$ cat src/rtl/arm_sequencer_pkg.sv
// Shared opcode field encodings and sequencer state encodings for the ARM
// sequencer, its ALU and their testbenches.
package arm_defs;

    typedef enum logic [1:0] {
        ST_FETCH  = 2'b00,
        ST_EXEC1  = 2'b01,
        ST_LDWAIT = 2'b10,
        ST_HALT   = 2'b11
    } state_e;

    // inst[15] selects an ALU (arm) op; otherwise inst[14:12] is a control sub-op
    localparam int unsigned ARM_BIT = 15;

    localparam logic [2:0] OP_NOP  = 3'b000;
    localparam logic [2:0] OP_B    = 3'b001;
    localparam logic [2:0] OP_BZ   = 3'b010;
    localparam logic [2:0] OP_BNZ  = 3'b011;
    localparam logic [2:0] OP_HALT = 3'b111;

endpackage

$ cat src/rtl/arm_sequencer.sv
// Instruction sequencer: fetch/execute loop with load stall, PC-relative
// branches on the registered zero flag, and an absorbing HALT.
module arm_sequencer
    import arm_defs::*;
#(
    parameter logic [15:0] RESET_PC = 16'h0000
) (
    input  logic        clk,
    input  logic        rst,
    output logic [15:0] imem_addr,
    input  logic [15:0] imem_data,
    output logic [15:0] inst,
    output logic        exec1,
    input  logic [15:0] alu_out,
    input  logic        ldr,
    input  logic        dmem_ack,
    output logic        stall,
    output logic        zflag,
    output logic        halted
);

    state_e      state_q, state_d;
    logic [15:0] pc_q, pc_d;
    logic [15:0] inst_q, inst_d;
    logic        zflag_q, zflag_d;
    logic        take;

    always_ff @(posedge clk) begin
        if (rst) begin
            state_q <= ST_FETCH;
            pc_q    <= RESET_PC;
            inst_q  <= '0;
            zflag_q <= 1'b0;
        end else begin
            state_q <= state_d;
            pc_q    <= pc_d;
            inst_q  <= inst_d;
            zflag_q <= zflag_d;
        end
    end

    always_comb begin
        state_d = state_q;
        pc_d    = pc_q;
        inst_d  = inst_q;
        zflag_d = zflag_q;
        take    = 1'b0;
        case (state_q)
            ST_FETCH: begin
                inst_d  = imem_data;
                pc_d    = pc_q + 16'd1;
                state_d = ST_EXEC1;
            end
            ST_EXEC1: begin
                // A load decode takes priority over the arm/control split
                if (ldr) begin
                    state_d = ST_LDWAIT;
                end else if (inst_q[ARM_BIT]) begin
                    zflag_d = (alu_out == 16'h0000);
                    state_d = ST_FETCH;
                end else begin
                    state_d = ST_FETCH;
                    case (inst_q[14:12])
                        OP_B:    take = 1'b1;
                        OP_BZ:   take = zflag_q;
                        OP_BNZ:  take = ~zflag_q;
                        OP_HALT: state_d = ST_HALT;
                        default: take = 1'b0;
                    endcase
                    // PC already points past the branch; offset is sign-extended
                    if (take) pc_d = pc_q + {{8{inst_q[7]}}, inst_q[7:0]};
                end
            end
            ST_LDWAIT: begin
                if (dmem_ack) state_d = ST_FETCH;
            end
            ST_HALT: begin
                state_d = ST_HALT;
            end
            default: state_d = ST_FETCH;
        endcase
    end

    assign imem_addr = pc_q;
    assign inst      = inst_q;
    assign zflag     = zflag_q;
    assign exec1     = (state_q == ST_EXEC1);
    assign stall     = (state_q == ST_LDWAIT);
    assign halted    = (state_q == ST_HALT);

endmodule

$ cat config.mk
export PLATFORM = sky130hd
export DESIGN_NAME = arm_sequencer
export DESIGN_NICKNAME = d
export VERILOG_FILES = /design/src/rtl/arm_sequencer_pkg.sv /design/src/rtl/arm_sequencer.sv
export SDC_FILE = /design/constraint.sdc
export NUM_CORES = 1
export LEC_CHECK = 0
export CORE_MARGIN = 2
export CORE_UTILIZATION = 48
export DETAILED_ROUTE_END_ITERATION = 12
export PLACE_DENSITY = 0.85
export SYNTH_ARGS = -nofsm -noshare
export SYNTH_HDL_FRONTEND = slang
export SYNTH_SLANG_ARGS = --single-unit
$ cat constraint.sdc
create_clock -name clk -period 6.75 [get_ports clk]
set_clock_uncertainty 0.05 [all_clocks]
set_input_delay 1.0125 -clock clk [delete_from_list [all_inputs] [get_ports clk]]
set_output_delay 1.0125 -clock clk [all_outputs]
set_load 0.05 [all_outputs]
==> flow_metrics.env <==
export IMPL_clk_latency_ns=0.29
export IMPL_crit_path_start_kind="register"
export IMPL_synth_main_ff_cell="dfxtp_1"
export IMPL_io_buffers=71
export IMPL_power_mw=0.659
export IMPL_hold_viol_final=0
export IMPL_clock_path_buffers=2
export IMPL_htree_num_levels=2
export IMPL_synth_nets=299
export IMPL_netlist_instances=255
export IMPL_min_period_ns=3.36
export IMPL_cts_setup_buffers=0
export IMPL_synth_edf_count=0
export IMPL_yosys_area_top_type="dfxtp_1"
export IMPL_path_class="reg2reg"
export IMPL_fp_dieW_microns=69.1
export IMPL_post_route_util_pct=71.3
export IMPL_fp_coreArea_sq_um=4030
export IMPL_die_h_microns=69.1
export IMPL_final_nets=366
export IMPL_yosys_warnings=0
export IMPL_cts_inserted_buffers=5
export IMPL_hpwl_mm=3.71
export IMPL_gp_congestion=0.934
export IMPL_synth_top_area_share_pct=34.4
export IMPL_status="finished clean"
export IMPL_drv_slew=0
export IMPL_cts_resized=0
export IMPL_synth_cell_types=49
export IMPL_async_reset_ff_share_pct=0
export IMPL_worstMarginPinSlew_ns=1.01
export IMPL_finalCritPeriodShare_pct=49.8
export IMPL_rsz0062_at_grt="no"
export IMPL_ant_nets=0
export IMPL_syn_to_final_growth_pct=41.1
export IMPL_syn_avg_cell_area_sq_um=7.98
export IMPL_grt_pass1_vias=1965
export IMPL_fin_tns_setup_ns=0
export IMPL_cts_tree="yes"
export IMPL_firstDrtPassIters=4
export IMPL_grt_pass1_wl_mm=8.60
export IMPL_worstHoldPathType="reg2reg"
export IMPL_fmax_ghz=0.297
export IMPL_clock_root_buffer="clkbuf_8"
export IMPL_pre_cts_slack_ns=3.35
export IMPL_antenna_found_initial=0
export IMPL_diodes=0
export IMPL_p_per_area_nw_per_um2=229
export IMPL_fp_row_count=23
export IMPL_die_area_sq_um=4780
export IMPL_cp_data_required_time_ns=6.88
export IMPL_vias=2050
export IMPL_drc=0
export IMPL_yosysSeqAreaShare_pct=34.4
export IMPL_critPathMaxFanout=12
export IMPL_routed_wl_mm=5.16
export IMPL_path_clk_slew_ns=0.08
export IMPL_hold_buffers=0
export IMPL_synth_area_leaders="dfxtp_1 (34%), nand2_1 (8.7%), a21oi_1 (8.1%)"
export IMPL_final_setup_worst_slack_ns=3.39
export IMPL_grt_ovfl_total=0
export IMPL_end_kind="register"
export IMPL_via_per_inst=5.50
export IMPL_netlist_area_sq_um=2040
export IMPL_drt_iter0_drc=125
export IMPL_relSlewSlack_pct=32.5
export IMPL_groute_usage_overall_pct=21.8
export IMPL_wire_per_inst_microns=13.8
export IMPL_initial_core_util_pct=50.5
export IMPL_drive_gt1_share_pct=5.88
export IMPL_p_leak_nw=1.12
export IMPL_num_io_pins=72
export IMPL_worstPathArrival_ns=3.50
export IMPL_max_cap_violations=0
export IMPL_vdd_drop_max_mv=0.132
export IMPL_setup_violations=0
export IMPL_grt_max_degree=44
export IMPL_ys_seq_elements=35
export IMPL_cts_sinks=35
==> per-layer routing <==
layer	vias up	routed length [microns]	GRT usage, %
li1	1038	-	-
met3	13	432	8.19
met1	926	2230	25.5
met2	73	2390	35.4
met4	0	114	9.37
met5	-	0	0
==> per-stage QoR <==
stage | std cells | hold WS [ns] | instance area, sq um
2_1_floorplan | 255 | 0.503 | 2040
3_3_place_gp | 365 | 0.391 | 2740
3_5_place_dp | 365 | 0.398 | 2740
4_1_cts | 373 | 0.408 | 2870
5_1_grt | 373 | 0.440 | 2870
6_report | 373 | 0.406 | 2870
==> path summary, 6_finish.rpt <==
check	from	endpoint	slack, ns	cells past startpoint
setup reg to reg	state_q[0]$_SDFFE_PP0P_	imem_addr[10]$_SDFFE_PP0P_	3.39	10
setup / recovery	state_q[0]$_SDFFE_PP0P_	imem_addr[10]$_SDFFE_PP0P_	3.39	10
hold reg to reg	inst[8]$_SDFFE_PP0N_	inst[8]$_SDFFE_PP0N_	0.41	2
hold / removal	inst[8]$_SDFFE_PP0N_	inst[8]$_SDFFE_PP0N_	0.41	2
==> cells in the final DEF, fill, tap and decap left out, drive strengths merged, types with 2 or more instances in the layout <==
master,netlist,final
clkdlybuf4s50,0,71
a21o,5,5
nand4,3,3
nand2,47,47
clkbuf,8,5
ha,7,7
nand4b,2,2
and2,9,9
a21oi,33,33
inv,3,3
nor4,7,7
nor2,17,17
nand2b,3,3
bufinv,0,2
a21boi,2,2
or4,5,5
nor3,7,7
o21a,2,2
mux2i,2,2
o211ai,2,2
mux2,8,8
nand3b,3,3
xnor2,3,3
dfxtp,35,35
and3,2,2
nand3,6,6
nor2b,6,6
o21ai,6,6
and2b,2,2
or3,4,4
==> cells by family (layout without fill, tap and decap cells) <==
family	Yosys count	after routing	synth area share, %
buf+inv	15	83	4.55
simple gates	126	126	31.5
xor+xnor	4	4	1.72
flops	35	35	34.4
mux	10	10	5.41
fa+ha+maj	8	8	5.29
compound gates	57	57	17.1
==> critical path, stage by stage, from the launching register on <==
cell and delay (ns):
dfxtp_1 0.42, and2b_2 0.31, nand2b_1 0.08, ha_1 0.22, fa_1 0.41, a21o_2 0.25, a221oi_2 0.42, nor2_2 0.12
or4_1 0.48, a21oi_1 0.16, mux2_1 0.34
==> where the power goes <==
group / switching (mW) / leakage, nW / total [mW] / internal, mW
clock: 0.0821 / 0.0644 / 0.229 / 0.147
sequential: 0.0178 / 0.287 / 0.241 / 0.223
combinational: 0.115 / 0.769 / 0.188 / 0.0732
==> synth_stat cells, types with 3 or more instances <==
cell type,number
dfxtp_1,35
o21ai_0,5
inv_1,3
a21oi_1,33
nor2_1,16
a21o_1,4
nand2b_1,3
mux2_1,6
nand4_1,3
nand3b_1,3
nand3_1,6
clkbuf_1,5
or4_1,5
clkbuf_8,3
or3_1,4
nand2_1,47
ha_1,7
xnor2_1,3
and2_1,8
nor4_1,7
nor3_1,7
nor2b_1,6
==> registers in the layout (all words and copies together) (netlist names) <==
| name | cells |
|---|---|
| imem_addr | 16 |
| inst | 16 |
| zflag | 1 |
| state_q | 2 |
==> layout make-up <==
cell class	count	area [sq um]
Tap cell	50	62.6
Clock buffer	5	68.8
Multi-Input combinational cell	205	1240
Sequential cell	35	701
Clock inverter	3	67.6
Timing Repair Buffer	72	718
Inverter	3	11.3
Fill cell	328	1160
No activity file was read; power rests on OpenSTA's default activity.
